File: config.mk
export PLATFORM = sky130hd
export DESIGN_NAME = reimu_hit_ctrl
export DESIGN_NICKNAME = d
export VERILOG_FILES = /design/src/rtl/reimu_hit_ctrl.sv
export SDC_FILE = /design/constraint.sdc
export NUM_CORES = 1
export LEC_CHECK = 0
export CAP_MARGIN = 20
export CELL_PAD_IN_SITES_DETAIL_PLACEMENT = 1
export CELL_PAD_IN_SITES_GLOBAL_PLACEMENT = 1
export CORE_MARGIN = 5
export CORE_UTILIZATION = 34
export CTS_BUF_LIST = sky130_fd_sc_hd__clkbuf_4
export CTS_CLUSTER_DIAMETER = 30
export CTS_CLUSTER_SIZE = 25
export DETAILED_ROUTE_END_ITERATION = 12
export PLACE_DENSITY = 0.77
export RECOVER_POWER = 50
export SLEW_MARGIN = 10
export SYNTH_ARGS = -nofsm -noshare
export SYNTH_HDL_FRONTEND = slang
export SYNTH_SLANG_ARGS = --single-unit
File: constraint.sdc
create_clock -name clk_22 -period 1.5 [get_ports clk_22]
set_input_delay 0.3 -clock clk_22 [delete_from_list [all_inputs] [get_ports clk_22]]
set_output_delay 0.3 -clock clk_22 [all_outputs]
set_load 0.05 [all_outputs]
File: src/rtl/reimu_hit_ctrl.sv
// reimu_hit_ctrl: player hit arbitration and invulnerability controller.
// Up to four bullet groups request a hit. One request per hit is granted
// round-robin. Each granted hit opens a window of COOLDOWN cycles in which
// every further request is ignored.
// Optional feature macro: REIMU_BOMB_EN adds a bomb input and a bomb stock.
// A bomb opens the same immunity window without costing a life.
module reimu_hit_ctrl #(
    parameter int COOLDOWN = 48
) (
    input  logic       clk_22,
    input  logic       rst,
    input  logic       gamestart,
    input  logic [3:0] hit_req,
    input  logic [1:0] life,
`ifdef REIMU_BOMB_EN
    input  logic       bomb,
    output logic [1:0] bombs_left,
`endif
    output logic       shot,
    output logic [3:0] hit_ack,
    output logic [1:0] hit_src,
    output logic       invuln,
    output logic [1:0] state,
    output logic       gameover
);

    typedef enum logic [1:0] {
        ST_IDLE = 2'b00,
        ST_PLAY = 2'b01,
        ST_COOL = 2'b10,
        ST_OVER = 2'b11
    } state_t;

    // The counter runs from COOLDOWN-1 down to 0, so the immunity window
    // lasts exactly COOLDOWN cycles including the cycle of the grant.
    localparam logic [7:0] COOL_LOAD = 8'(COOLDOWN - 1);

    state_t     state_q,   state_d;
    logic [7:0] coolCnt_q, coolCnt_d;
    logic [1:0] rrPtr_q,   rrPtr_d;
    logic [1:0] hitSrc_q,  hitSrc_d;
    logic       shot_q,    shot_d;
    logic [3:0] hitAck_q,  hitAck_d;

    logic       winFound;
    logic [1:0] winIdx;

`ifdef REIMU_BOMB_EN
    logic [1:0] bombsLeft_q, bombsLeft_d;
`endif

    // Round-robin search: start at rrPtr_q and step upward mod 4; the first set request wins
    always_comb begin
        winFound = 1'b0;
        winIdx   = rrPtr_q;
        for (int i = 0; i < 4; i++) begin
            if (!winFound && hit_req[rrPtr_q + 2'(i)]) begin
                winFound = 1'b1;
                winIdx   = rrPtr_q + 2'(i);
            end
        end
    end

    // Next-state logic. Grants are registered, so the shot and ack pulses appear one cycle after the request is sampled
    always_comb begin
        state_d   = state_q;
        coolCnt_d = coolCnt_q;
        rrPtr_d   = rrPtr_q;
        hitSrc_d  = hitSrc_q;
        shot_d    = 1'b0;
        hitAck_d  = 4'b0000;
`ifdef REIMU_BOMB_EN
        bombsLeft_d = bombsLeft_q;
`endif
        if (gamestart) begin
            // A restart wins over everything else and never produces a pulse.
            state_d   = ST_PLAY;
            coolCnt_d = 8'd0;
            rrPtr_d   = 2'd0;
`ifdef REIMU_BOMB_EN
            bombsLeft_d = 2'd2;
`endif
        end else begin
            case (state_q)
                ST_IDLE: begin
                    state_d = ST_IDLE;
                end
                ST_PLAY: begin
                    if (life == 2'd0) begin
                        state_d = ST_OVER;
`ifdef REIMU_BOMB_EN
                    end else if (bomb && (bombsLeft_q != 2'd0)) begin
                        // A bomb outranks a same-cycle hit, and that hit is dropped.
                        state_d     = ST_COOL;
                        coolCnt_d   = COOL_LOAD;
                        bombsLeft_d = bombsLeft_q - 2'd1;
`endif
                    end else if (winFound) begin
                        state_d   = ST_COOL;
                        coolCnt_d = COOL_LOAD;
                        shot_d    = 1'b1;
                        hitAck_d  = 4'b0001 << winIdx;
                        hitSrc_d  = winIdx;
                        rrPtr_d   = winIdx + 2'd1;
                    end
                end
                ST_COOL: begin
                    if (coolCnt_q == 8'd0) begin
                        state_d = (life == 2'd0) ? ST_OVER : ST_PLAY;
                    end else begin
                        coolCnt_d = coolCnt_q - 8'd1;
                    end
                end
                ST_OVER: begin
                    state_d = ST_OVER;
                end
                default: begin
                    state_d = ST_IDLE;
                end
            endcase
        end
    end

    // State and output registers. A reset also cuts any cooldown that is in progress.
    always_ff @(posedge clk_22) begin
        if (rst) begin
            state_q   <= ST_IDLE;
            coolCnt_q <= 8'd0;
            rrPtr_q   <= 2'd0;
            hitSrc_q  <= 2'd0;
            shot_q    <= 1'b0;
            hitAck_q  <= 4'b0000;
`ifdef REIMU_BOMB_EN
            bombsLeft_q <= 2'd2;
`endif
        end else begin
            state_q   <= state_d;
            coolCnt_q <= coolCnt_d;
            rrPtr_q   <= rrPtr_d;
            hitSrc_q  <= hitSrc_d;
            shot_q    <= shot_d;
            hitAck_q  <= hitAck_d;
`ifdef REIMU_BOMB_EN
            bombsLeft_q <= bombsLeft_d;
`endif
        end
    end

    assign shot     = shot_q;
    assign hit_ack  = hitAck_q;
    assign hit_src  = hitSrc_q;
    assign state    = state_q;
    assign invuln   = (state_q == ST_COOL);
    assign gameover = (state_q == ST_OVER);
`ifdef REIMU_BOMB_EN
    assign bombs_left = bombsLeft_q;
`endif

endmodule
# Yosys cells after proc, flatten, opt, wreduce, memory -nomap -nowiden
# Index checks and enable logic that the tools add are counted.
[totals]
ff_bits = 19
in_bits = 9
[op_classes]
add_sub_neg = 5
reduce_logical = 18
eq_ne = 10
bitwise = 4
muxes = 26
shifts = 1
order_cmp = 4
[op_table]
columns = ["operator", "count"]
rows = [
  ["8-bit 2-to-1 mux", 3],
  ["8-bit case mux with 2 select lines", 1],
  ["2-bit 2-to-1 mux", 7],
  ["2-bit by 3-bit < comparator with 1-bit output, second input constant", 4],
  ["1-bit 2-to-1 mux", 10],
  ["1-bit binary-select mux with 2-bit select", 4],
  ["8-bit zero test", 1],
  ["2-bit case mux with 4 select lines", 1],
  ["4-bit AND reduction", 2],
  ["8-bit by 1-bit subtractor with 8-bit output, second input constant", 1],
  ["2-bit inequality test, second input constant", 3],
  ["5-bit OR reduction", 1],
  ["2-bit by 1-bit adder with 2-bit output, second input constant", 2],
  ["2-bit adder, second input constant", 2],
  ["2-bit equality test, second input constant", 2],
  ["2-bit zero test", 2],
  ["4-bit inequality test, second input constant", 1],
  ["1-bit NOT", 4],
  ["2-bit AND reduction", 2],
  ["4-bit OR reduction", 1],
  ["1-bit by 2-bit << shifter with 4-bit output, first input constant", 1],
  ["1-bit logical AND", 3],
  ["1-bit zero test", 3],
  ["3-bit by 2-bit inequality test with 1-bit output, second input constant", 1],
  ["6 further kinds", 6],
]

# Depth between registers and ports, before layout
# Gate-level depths: netlist of the first run.
[logic_depth]
word_depth = 16
ltp_mapped = 7

# Worst setup path after synthesis of the first run
# OpenSTA, ideal clock, no wires.
[synth_timing]
path_type = "register to register"
startpoint = "register state_q[1] (netlist: state[1])"
endpoint = "register coolCnt_q[4]"
setup_time_ns = 0.070
arrival_ns = 2.267
n_path_buf = 0
slack_ns = -0.837
period_less_slack_ns = 2.337
stages_incl_launch_ff = 5
path_cell_list = "dfxtp_1 > nor2b_1 > nand3_1 > or3_1 > a21oi_1"
[synth_between]
elab_chain_len = 3
elab_cells_between_ends = 8
classes_between = "eq/ne (5); mux (1); reduce/logical (2)"
[synth_rtl]
columns = ["item", "line_no", "source"]
rows = [
  ["start: declaration", "38", "state_t state_q, state_d;"],
  ["start signal: assignment", "137", "state_q <= state_d;"],
  ["2-bit equality test (*)", "--", ""],
  ["net invuln", "22", "output logic invuln,"],
  ["2-bit inequality test (no source line) or 2-bit nonzero test (tied branches)", "--", ""],
  ["4-bit AND reduction (no source line)", "--", ""],
  ["end signal: assignment", "138", "coolCnt_q <= coolCnt_d;"],
  ["end: declaration", "39", "logic [7:0] coolCnt_q, coolCnt_d;"],
]
# Mark *: on every way through the listed nets, which the timed path passes. The rest lies on a longest branch.
# A chain may end at the register's enable or synchronous reset.

# Worst setup path in the final report of the first run
[layout_timing]
startpoint = "register coolCnt_q[0]"
endpoint = "register coolCnt_q[3]"
[layout_between]
elab_chain_len = 3
elab_cells_between_ends = 6
classes_between = "add/sub (1); eq/ne (1); mux (2); reduce/logical (2)"
[layout_rtl]
columns = ["item", "line_no"]
rows = [
  ["8-bit by 1-bit subtractor with 8-bit output or 8-bit zero test (tied branches)", "111, 108"],
  ["8-bit 2-to-1 mux or 2-bit inequality test (tied branches)", "--"],
  ["8-bit case mux with 2 select lines or 4-bit AND reduction (tied branches)", "--"],
]
# Several ways; a longest one is shown, not always the timed one. The select of a mux whose other input is x is not followed.

==> flow_summary_export.csv, run 1 <==
group,metric,value,unit
outcome,status,"finished, violations left",
outcome,violations,"negative setup slack",
cells_and_area,seq_area,393,µm²
setup_path,arrival,1.96,ns
setup_path,crit_type,"reg -> reg",
sta,fmax,0.586,GHz
die,core_area,2540,µm²
run,maxCapViolCount,0,
drt,drc_errors,0,
sta,worst_slew_pin_slew,0.499,ns
synth,synth-seq-cells,19,
sta,period_share,114,%
synth,synth_edf_count,0,
synth,yosysMostFrequentCell,"dfxtp_1",
synth,synth.top_cell.area_share,41.3,%
cts,cts.clk_slew.worst_paths,0.13,ns
grt,use_met1,26.1,%
power,switchingPower,0.367,mW
sta,slew-limit-headroom,66.7,%
setup_path,crit_family,"simple AND/OR/NAND/NOR gates",
drt,first_iter_violations,31,
synth,netlist_instances,106,
sta,min_period,1.71,ns
power,p_comb_share,29.2,%
power,p_int,0.811,mW
grt,grtUsageMet2,36.7,%
cells_and_area,nNetsFinal,176,
synth,ys_warn_count,0,
cts,h-tree-depth,1,
synth,synthArstFlopShare,0,%
setup_path,worst-path-buf-inv,2,
die,die-area,3850,µm²
power,irDropWorstVdd,0.583,mV
setup_path,reg2reg_slack,-0.21,ns
synth,synth_flop_cell,"dfxtp_1",
power,seqPwrFrac,45.3,%
sta,slew_violations,0,
sta,clock-skew-final,0.0132,ns
grt,grt_pass1_vias,1125,
sta,setup_violations,18,
die,rows,18,
setup_path,crit_path_max_fanout,4,
placement,gp_congestion,0.801,
cells_and_area,drive_gt1_share,52.4,%
cts,clk_path_buf_depth,2,
placement,dp_hpwl,2.40,mm
grt,grt-ovfl-total,0,
drt,vias_per_cell,5.58,
worst_hold_path,min_from,"hit_src[1]",
synth,avgSynthCellArea,8.69,µm²
drt,postRouteWirelength,3.61,mm
grt,grt_pass1_wl,5.73,mm
die,ioPinCount,20,
drt,detail-route-antenna-nets,0,
synth,synth_nets,117,
power,swShare,31.2,%
synth,yosysSeqAreaShare,41.3,%
grt,use_met3,3.31,%
synth,synth_top_cell_by_area,"dfxtp_1",
setup_path,slowest_stage,"or4b_4",
drt,dr_total_vias,1082,
sta,fin_ws,-0.207,ns
synth,ys_types,37,
setup_path,rr_startpoint,"coolCnt_q[0]",
setup_path,startpoint,"coolCnt_q[0]",
placement,io_buffers,19,
cts,clk_latency,0.32,ns
drt,drtPass1Iterations,4,
die,start_util,36.2,%
cts,cts_buffers,3,
synth,synth_area_leaders,"dfxtp_1 (41%), a21oi_1 (6.0%), nor2_1 (5.7%)",
cts,ctsRootBufferMaster,"clkbuf_4",
die,die_x,62.0,µm
setup_path,max_stage_delay,0.50,ns
cells_and_area,multiInputGateArea,653,µm²
cells_and_area,num-fill-cells,291,
cells_and_area,fin_area,1630,µm²
power,p_leak,0.698,nW
cts,cts_tree,"built",
die,die_h,62.0,µm
cts,clock-sinks,19,
power,powerDensity,725,nW/µm²
cells_and_area,num_antenna_cells,0,
grt,grt_max_degree,11,
grt,grt_use_total,20.8,%
cells_and_area,area_growth,76.5,%
drt,wl_per_cell,18.6,µm
setup_path,path_cells,"buf_6 > or4b_4 > a211oi_4 > buf_4 > nor3_2 > a211oi_2",
worst_hold_path,hold_class,"reg -> reg",
setup_path,critPathLaunchType,"register",
sta,hold_viol,0,
setup_path,worstSetupEndpointType,"register",
power,clockPowerShare,25.5,%
sta,setup_tns,-1.67,ns
cells_and_area,final_util,63.9,%
grt,antenna_found_initial,0,
placement,place_area,1520,µm²
synth,yosys-top-cells-count,"dfxtp_1 (19), nor2_1 (14), a21oi_1 (11)",
cts,cts_hold_buf,0,
synth,syn_area,921,µm²
sta,rsz0062_at_grt,"true",
grt,busiest_layer,"met2",
setup_path,cp.required,1.75,ns
power,total_power,1.18,mW
==> per-stage QoR <==
| step | hold slack (ns) | setup WS, ns | cells |
|---|---|---|---|
| 6_report | 0.502 | -0.207 | 194 |
| 5_1_grt | 0.534 | -0.293 | 194 |
| 4_1_cts | 0.534 | -0.186 | 193 |
| 3_5_place_dp | 0.510 | -0.550 | 183 |
| 3_3_place_gp | 0.494 | -0.425 | 183 |
| 2_1_floorplan | 0.359 | -0.0670 | 106 |
==> layout by cell type, fill, tap and decap left out, drive strengths merged <==
cell,instances
a211oi,5
a21o,1
a21oi,11
a221oi,1
a311oi,2
a31o,1
a31oi,1
and2,1
and3,3
buf,39
clkbuf,11
clkdlybuf4s50,4
dfxtp,19
dlygate4sd2,3
dlymetal6s2s,2
ha,2
inv,3
nand2,9
nand2b,3
nand3,2
nand4bb,1
nor2,14
nor2b,3
nor3,4
nor4,2
o21a,1
o21ai,6
o21ba,1
o22ai,1
or2,1
or2b,1
or3,1
or4,1
or4b,1
xnor2,1
xor2,2
==> routing by layer <==
| metal | vias to the layer above | part of all wire [%] | wire length [µm] |
|---|---|---|---|
| met5 | - | 0 | 0 |
| met4 | 0 | 1.6 | 57 |
| met3 | 4 | 4.5 | 164 |
| met2 | 36 | 53 | 1920 |
| met1 | 539 | 41 | 1470 |
| li1 | 503 | - | - |
==> state kept, by name, indices dropped and copies added, names as in the netlist <==
register / count
coolCnt_q: 8
hit_src: 2
state: 2
shot: 1
hit_ack: 4
rrPtr_q: 2
==> power by group through the flow <==
stage               Sequential, mW  Clock, mW  Combinational, mW
floorplan                    0.567          0              0.111
global placement             0.543          0              0.278
detailed placement           0.544          0              0.293
CTS                          0.534      0.297              0.338
global route                 0.535      0.323              0.365
finish                       0.533      0.301              0.344
==> cell families (layout without fill, tap and decap cells) <==
logic type      Yosys count  in the layout  synth area share (%)
simple gates             46             47                  27.7
flops                    19             19                  41.3
xor+xnor                  3              3                  2.85
buf+inv                   5             62                  2.17
compound gates           31             31                  23.2
fa+ha+maj                 2              2                  2.72
==> final timing paths <==
check | endpoint | cells after the start
worst max-delay path | coolCnt_q[3] | 6
worst min register to register | hit_src[1] | 2
worst min-delay path | hit_src[1] | 2
worst max register to register | coolCnt_q[3] | 6
==> cell type report <==
| type | instances | share of cell area, % |
|---|---|---|
| Tap cell | 30 | 2.31 |
| Sequential cell | 19 | 24.2 |
| Inverter | 3 | 0.847 |
| Multi-Input combinational cell | 83 | 40.2 |
| Timing Repair Buffer | 55 | 30.6 |
| Clock buffer | 4 | 1.85 |
==> worst register-to-register path, stage by stage, from the launching register on <==
cell and delay [ns]:
dfxtp_2 0.35, buf_6 0.11, or4b_4 0.50, a211oi_4 0.29, buf_4 0.18, nor3_2 0.04
a211oi_2 0.18
==> repair_timing <==
item,4_1_cts,5_1_grt
gates cloned,1,0
resized for setup,30,12
setup buffers,5,1
pin swaps,15,7
hold endpoints to repair,0,0
setup endpoints to repair,19,18
Power figures use the tool's default switching activity.
==> run 2, diff against run 1 <==
- CORE_MARGIN: 5 -> unset
- CTS_CLUSTER_DIAMETER: 30 -> unset
==> flow_summary_export.csv, run 2 (synthesis results as in run 1) <==
group,metric,value,unit
placement,gp_congestion,0.791,
die,core_area,2520,µm²
setup_path,critPathLaunchType,"register",
sta,rsz0062_at_grt,"true",
sta,fmax,0.578,GHz
cts,ctsRootBufferMaster,"clkbuf_4",
sta,slew_violations,0,
grt,antenna_found_initial,0,
cells_and_area,area_growth,84.5,%
die,ioPinCount,20,
cells_and_area,seq_area,395,µm²
cts,clk_path_buf_depth,2,
outcome,violations,"negative setup slack",
drt,drtPass1Iterations,4,
sta,fin_ws,-0.229,ns
worst_hold_path,hold_class,"reg -> reg",
sta,setup_violations,11,
sta,clock-skew-final,0.00358,ns
setup_path,crit_path_max_fanout,4,
die,rows,18,
drt,first_iter_violations,11,
sta,slew-limit-headroom,64.5,%
drt,dr_total_vias,1081,
cells_and_area,multiInputGateArea,681,µm²
grt,grt_use_total,26.0,%
drt,postRouteWirelength,4.10,mm
cells_and_area,largest_reg_flops,8,
cts,cts_buffers,3,
placement,io_buffers,19,
sta,period_share,115,%
grt,grt_pass1_wl,5.33,mm
run,maxCapViolCount,0,
cts,clk_latency,0.29,ns
outcome,status,"finished, violations left",
setup_path,cp.required,1.74,ns
cells_and_area,drive_gt1_share,52.1,%
die,die-area,2920,µm²
placement,dpl_worst_slack,-0.499,ns
cells_and_area,final_common_cell,"buf_4",
drt,detail-route-antenna-nets,0,
drt,vias_per_cell,5.54,
drt,wl_per_cell,21.0,µm
sta,setup_tns,-1.62,ns
cells_and_area,num-fill-cells,279,
die,die_h,54.0,µm
setup_path,crit_type,"reg -> reg",
placement,dp_hpwl,2.27,mm
drt,drc_errors,0,
setup_path,reg2reg_slack,-0.23,ns
power,p_leak,0.788,nW
sta,worst_slew_pin_slew,0.532,ns
setup_path,worstSetupEndpointType,"register",
cells_and_area,num_antenna_cells,0,
sta,hold_viol,0,
cells_and_area,layout_common_cells,"buf_4 (28), dfxtp_1 (13), nor2_1 (11)",
sta,min_period,1.73,ns
cells_and_area,fin_area,1700,µm²
grt,grt_pass1_vias,1086,
cts,cts_hold_buf,0,
cts,clock-sinks,19,
cells_and_area,largest_register,"coolCnt_q",
cts,h-tree-depth,1,
placement,place_area,1500,µm²
cells_and_area,nNetsFinal,177,
die,start_util,36.5,%
power,powerDensity,698,nW/µm²
cts,cts_tree,"built",
cts,cts.clk_slew.worst_paths,0.12,ns
power,irDropWorstVdd,0.612,mV
die,die_x,54.0,µm
grt,grt_max_degree,11,
grt,grt-ovfl-total,0,
setup_path,arrival,1.97,ns
==> run 2: cell types whose count changed in the layout (fill, tap and decap cells not counted), moves of 2 or more <==
cell | previous run | this run
buf_6 | 5 | 8
clkbuf_2 | 7 | 2
a21oi_1 | 10 | 8
a21oi_2 | 1 | 3
dlymetal6s2s_1 | 2 | 6
==> run 2: per-stage QoR <==
stage	hold WS, ns	total power, mW	cells	util [%]
3_3_place_gp	0.494	0.819	183	59.6
2_1_floorplan	0.359	0.678	106	-
6_report	0.505	1.19	195	67.4
3_5_place_dp	0.518	0.833	183	59.6
5_1_grt	0.538	1.24	195	67.4
4_1_cts	0.544	1.15	190	66.0
==> run 2: final timing paths <==
kind	cells after the start	startpoint	endpoint
setup / recovery	6	coolCnt_q[0]	coolCnt_q[7]
hold / removal	2	hit_src[1]	hit_src[1]
setup reg to reg	6	coolCnt_q[0]	coolCnt_q[7]
hold reg to reg	2	hit_src[1]	hit_src[1]
==> run 2: power breakdown <==
part | switching (mW) | leakage [nW] | internal (mW)
clock network | 0.167 | 0.0184 | 0.121
registers | 0.0167 | 0.158 | 0.517
logic | 0.188 | 0.612 | 0.176
total | 0.372 | 0.788 | 0.814
==> run 2: worst max-delay path, stage by stage, from the launching register on <==
cell,delay [ns]
dfxtp_2,0.35
buf_6,0.11
or4b_4,0.50
a211oi_4,0.31
nand2_1,0.14
xor2_1,0.17
nor2_1,0.10
==> run 2: cell type report <==
type / count / area share [%]
multi-input combinational: 83 / 40.1
timing repair buffer: 56 / 31.9
tap: 30 / 2.21
inverter: 3 / 0.810
clock buffer: 4 / 1.77
sequential: 19 / 23.3
==> run 2: layer usage <==
metal	vias up	global-route usage, %	routed length, µm
li1	505	-	-
met1	518	31.3	1710
met2	41	45.9	2040
met3	17	3.67	163
met4	0	10.3	188
met5	-	0	0
==> run 2: what timing repair did <==
action / 4_1_cts / 5_1_grt
cloned: 1 / 0
gates resized for setup: 36 / 16
pin swaps: 13 / 7
buffers inserted: 2 / 5
setup endpoints to repair: 16 / 14
